==> src/rtl/operand_collector.sv <==
// operand_collector
//   Gathers NUM_OPS operand beats of DATA_W bits into one bundle and holds it
//   until the consumer takes it. A broadcast beat (in_bcast) fills every slot
//   not yet written, so a bundle can finish early. Completed bundles are
//   counted in a free-running, wrapping counter.
//
// Ports
//   clk         clock, all state changes on its rising edge
//   rst         asynchronous active-low reset
//   in_valid    operand beat offered
//   in_data     operand value (DATA_W)
//   in_bcast    beat fills all remaining slots (only meaningful with in_valid)
//   in_ready    block accepts a beat this cycle
//   flush       synchronous abort of the partial or held bundle
//   ops         bundle, slot k at [k*DATA_W +: DATA_W], straight from registers
//   out_valid   bundle complete and held
//   out_ready   consumer takes the bundle
//   fill_level  index of the next slot to write (IDX_W)
//   bundle_cnt  number of bundles delivered (CNT_W, wraps)
module operand_collector #(
  parameter int DATA_W  = 16,
  parameter int NUM_OPS = 2,
  parameter int CNT_W   = 16,
  localparam int IDX_W  = $clog2(NUM_OPS)
) (
  input  logic                      clk,
  input  logic                      rst,
  input  logic                      in_valid,
  input  logic [DATA_W-1:0]         in_data,
  input  logic                      in_bcast,
  output logic                      in_ready,
  input  logic                      flush,
  output logic [NUM_OPS*DATA_W-1:0] ops,
  output logic                      out_valid,
  input  logic                      out_ready,
  output logic [IDX_W-1:0]          fill_level,
  output logic [CNT_W-1:0]          bundle_cnt
);

  typedef enum logic {
    COLLECT = 1'b0,
    FULL    = 1'b1
  } state_t;

  localparam logic [IDX_W-1:0] LAST_IDX = IDX_W'(NUM_OPS - 1);

  state_t                      state_q, state_d;
  logic [IDX_W-1:0]            fill_q, fill_d;
  logic [NUM_OPS*DATA_W-1:0]   slots_q, slots_d;
  logic [CNT_W-1:0]            cnt_q, cnt_d;
  logic                        accept;

  // While FULL, a beat may only enter in the same cycle the held bundle
  // leaves, so readiness follows out_ready combinationally. Gating with rst
  // keeps the block from advertising readiness while held in reset.
  assign in_ready = rst & ((state_q == COLLECT) | out_ready);
  assign accept   = in_valid & in_ready;

  always_ff @(posedge clk or negedge rst) begin
    if (!rst) begin
      state_q <= COLLECT;
      fill_q  <= '0;
      slots_q <= '0;
      cnt_q   <= '0;
    end else begin
      state_q <= state_d;
      fill_q  <= fill_d;
      slots_q <= slots_d;
      cnt_q   <= cnt_d;
    end
  end

  always_comb begin
    state_d = state_q;
    fill_d  = fill_q;
    slots_d = slots_q;
    cnt_d   = cnt_q;

    if (flush) begin
      // Abort wins over everything, including a delivery in progress,
      // and is deliberately not counted as a delivered bundle.
      state_d = COLLECT;
      fill_d  = '0;
      slots_d = '0;
    end else if (state_q == COLLECT) begin
      if (accept) begin
        if (in_bcast) begin
          // Earlier slots keep their values; only the unwritten tail is filled.
          for (int k = 0; k < NUM_OPS; k++) begin
            if (k >= int'(fill_q)) slots_d[k*DATA_W +: DATA_W] = in_data;
          end
          fill_d  = '0;
          state_d = FULL;
        end else begin
          for (int k = 0; k < NUM_OPS; k++) begin
            if (k == int'(fill_q)) slots_d[k*DATA_W +: DATA_W] = in_data;
          end
          if (fill_q == LAST_IDX) begin
            fill_d  = '0;
            state_d = FULL;
          end else begin
            fill_d = fill_q + 1'b1;
          end
        end
      end
    end else if (out_ready) begin
      // Held bundle leaves; a beat arriving now starts the next bundle.
      cnt_d = cnt_q + 1'b1;
      if (accept && in_bcast) begin
        for (int k = 0; k < NUM_OPS; k++) begin
          slots_d[k*DATA_W +: DATA_W] = in_data;
        end
        fill_d  = '0;
        state_d = FULL;
      end else if (accept) begin
        slots_d[0 +: DATA_W] = in_data;
        fill_d  = IDX_W'(1);
        state_d = COLLECT;
      end else begin
        fill_d  = '0;
        state_d = COLLECT;
      end
    end
  end

  assign ops        = slots_q;
  assign out_valid  = (state_q == FULL);
  assign fill_level = fill_q;
  assign bundle_cnt = cnt_q;

endmodule

==> config.mk <==
export PLATFORM = sky130hd
export DESIGN_NAME = operand_collector
export DESIGN_NICKNAME = d
export VERILOG_FILES = /design/src/rtl/operand_collector.sv
export SDC_FILE = /design/constraint.sdc
export NUM_CORES = 1
export LEC_CHECK = 0
export CAP_MARGIN = 40
export CORE_ASPECT_RATIO = 1.1
export CORE_MARGIN = 2
export CORE_UTILIZATION = 35
export CTS_CLUSTER_DIAMETER = 30
export DETAILED_ROUTE_END_ITERATION = 7
export GPL_TIMING_DRIVEN = 0
export PLACE_DENSITY = 0.71
export SLEW_MARGIN = 20
export SYNTH_ARGS = -nofsm -noshare
export SYNTH_HDL_FRONTEND = slang
export SYNTH_SLANG_ARGS = --single-unit
==> constraint.sdc <==
create_clock -name clk -period 1.4 [get_ports clk]
set_input_delay 0.14 -clock clk [delete_from_list [all_inputs] [get_ports clk]]
set_output_delay 0.14 -clock clk [all_outputs]
set_load 0.01 [all_outputs]
==> key figures <==
Run
  • Max-cap violations: 0

Cells and area
  • Sequential cell area: 1254 um^2
  • # diodes: 0
  • Final Cell Area: 3570 um^2
  • Fillers: 526
  • Area occupied by multi-input gates: 1027 um^2
  • Area Overhead vs Synth: 63.31%
  • Nets: 329
  • Finished Layout Cells: 387
  • Share of cells above drive strength 1: 26.38%

Floorplan
  • Die area: 6894 um^2
  • Die H: 86.89 um
  • Initial Util: 35.73%
  • Std-Cell Rows: 30
  • I/O Pins: 73
  • Placeable Area: 6118 um^2
  • Die W: 79.35 um

STA
  • Final Hold Slack: -229.8 ps
  • Final setup viols: 28
  • Worst slew margin: 65.68%
  • Fin Clk Skew: 5.200 ps
  • Fin crit period: 1481 ps
  • Worst Max-Slew Pin Slew: 514.9 ps
  • Final Hold Vio Count: 50
  • Fin crit share: 105.8%
  • RSZ-0062 raised after global routing: true
  • Max-slew violations: 0
  • Max frequency: 675.4 MHz
  • Worst setup margin: -80.64 ps

GRT
  • Met3 Resource Use GR: 4.979%
  • Antenna violations before repair: 0
  • Vias in the first global route: 1887
  • First-pass GRT wire length: 8983 um
  • Met2 Use GR: 27.66%
  • Grt ovf: 0
  • Pin count of the biggest net entering global routing: 55
  • Met1 GRT Util: 21.79%
  • Global Route Usage Sum: 16.80%
  • GR peak layer: met2

Logic synthesis
  • Syn Nets: 220
  • Top FF cell, synth: dfrtp_1
  • Post-synthesis cell type count: 28
  • Post-synthesis cell count: 197
  • FFs w/ async S/R, synth: 100.0%
  • Syn Std Cell Area: 2186 um^2
  • Syn Area/Cell: 11.10 um^2
  • Yosys Warn Count: 0
  • Sequential cell area fraction in the yosys report: 57.24%
  • EDFF count, synth: 0
  • Post-synthesis register bit count: 50

Placement
  • Post-Place Cells: 348
  • Routability cong.: 0.7119
  • Detailed Place HPWL: 3456 um
  • DP Area: 2995 um^2
  • I/O Buffers: 71

Worst setup path
  • R2R setup slack: -80 ps
  • Critical Path Fanout Max: 10
  • CP Capture Type: flop
  • Critical Path Start Type: flop
  • Worst EP required: 1580 ps
  • Crit Reg-Reg Endpoint: ops[16]
  • Reg2reg start: out_valid
  • Reg2reg path depth: 6
  • Worst EP arrival: 1660 ps
  • Kind of critical path: reg2reg

CTS
  • CTS sink cnt: 50
  • CTS max path bufs: 2
  • Num CTS Buffers: 5
  • Clk root buf: clkbuf_8
  • Clk Latency, worst-skew pair: 310 ps
  • CTS H-tree depth: 2
  • Clock slew at reported path FFs: 90 ps
  • CTS tree: yes

Route
  • DRT Pass-1 Iters: 4
  • DR DRC count: 0
  • Post-DRT Antenna Nets: 0
  • Per-cell routed wire length: 14.29 um
  • First DRT Iteration DRCs: 95
  • Via/cell ratio: 4.708
  • Total number of vias: 1822
  • Final wirelength: 5530 um

Status
  • Status: finished with violations
  • Failing checks: hold timing, setup timing

Min path
  • Min-delay worst type: in2async

Power and ir drop
  • Leakage: 1.864 nW
  • Peak VDD IR: 470.7 uV
  • Power Density: 944.7 nW/um^2
==> cell families after synthesis <==
group | synth area share (%)
simple gates | 19.41
mux | 7.327
buf+inv | 2.289
fa+ha+maj | 0.5723
flops | 57.24
xor+xnor | 6.010
compound gates | 7.156
==> Yosys cell counts, types with 2 or more instances <==
library cell | count | area share (%)
and4_1 | 2 | 0.80
xor2_1 | 2 | 0.80
mux2i_1 | 16 | 7.3
clkbuf_1 | 3 | 0.52
xnor2_1 | 13 | 5.2
o21ai_0 | 15 | 3.4
nand2_1 | 28 | 4.8
nor2_1 | 20 | 3.4
o21ai_1 | 2 | 0.46
nand4_1 | 4 | 1.1
nand3_1 | 6 | 1.4
nand2b_1 | 18 | 5.2
buf_2 | 4 | 0.92
dfrtp_1 | 50 | 57
==> critical path: stages (launching register included) <==
cell	delay (ps)
dfrtp_2	420
buf_6	120
o21bai_4	160
a21oi_4	200
buf_8	190
mux2i_1	210
nor2_1	60
==> worst max-delay path by stage <==
stage,from,end,slack (ps),cells past startpoint
2_1_floorplan,out_valid,ops[16],-90,5
3_3_place_gp,rst,ops[17],-2460,6
3_5_place_dp,rst,ops[25],-620,6
4_1_cts,out_valid,ops[25],-80,6
5_1_grt,out_valid,ops[30],-170,6
6_report,out_valid,ops[16],-80,6
==> power breakdown <==
| group | total [mW] | leakage (nW) | internal, mW | switching [mW] |
|---|---|---|---|---|
| clock network | 1.01 | 0.0524 | 0.535 | 0.473 |
| registers | 1.61 | 0.672 | 1.53 | 0.0745 |
| logic | 0.754 | 1.14 | 0.416 | 0.339 |
| total | 3.37 | 1.86 | 2.49 | 0.887 |
==> area by class of cell <==
type / instances / share of cell area (%)
plain buffers: 6 / 1.297
clock buffers: 7 / 2.138
clock inverters: 1 / 0.8412
inverters: 1 / 0.1052
multi-input cells: 138 / 28.78
flip-flops and latches: 50 / 35.12
well taps: 80 / 2.804
repair buffers: 104 / 28.92
==> per-layer routing <==
layer | routed length (um) | vias to the layer above
li1 | - | 871
met1 | 2311 | 876
met2 | 2735 | 67
met3 | 409 | 8
met4 | 74 | 0
met5 | 0 | -
==> through the flow <==
step | TNS, ps | util, % | worst slack [ps] | power, mW | hold WS, ps
after floorplan | -814.0 | - | -90.44 | 1.859 | -155.6
after global placement | -150560 | 49.00 | -2462 | 2.193 | 460.2
after detailed placement | -16210 | 48.96 | -616.4 | 2.206 | 228.7
after CTS | -1257 | 55.13 | -82.60 | 3.304 | -204.2
after global routing | -3565 | 58.34 | -168.6 | 3.534 | -193.6
final | -1317 | 58.34 | -80.64 | 3.372 | -229.8
==> layout by cell type (no fill, tap or decap), types with 2 or more instances in the layout <==
cell type / instances
dfrtp_2: 2
buf_6: 12
buf_2: 2
buf_8: 2
nand4_1: 4
dfrtp_1: 48
and4_1: 2
clkdlybuf4s50_1: 46
clkbuf_8: 5
o21ai_2: 9
mux2i_1: 16
nand2b_1: 16
nand2_1: 14
dlymetal6s2s_1: 17
nand2_2: 11
nor2_1: 20
nand2b_4: 2
nor3_4: 2
nand3_2: 2
nand2_4: 3
dlygate4sd2_1: 5
buf_4: 22
o21ai_1: 7
xnor2_1: 13
nand3_1: 4
xor2_1: 2
clkbuf_1: 5
==> state kept, by name (all words and copies together) (netlist names) <==
signal	flops
bundle_cnt	16
ops	32
fill_level	1
out_valid	1
==> repair_timing <==
item / CTS / global route
cloned: 3 / 0
endpoints found under the setup margin: 52 / 52
gates resized for setup: 52 / 48
pin swaps: 21 / 11
endpoints found under the hold margin: 50 / 50
setup buffers: 21 / 9
No activity file was read; power rests on OpenSTA's default activity.
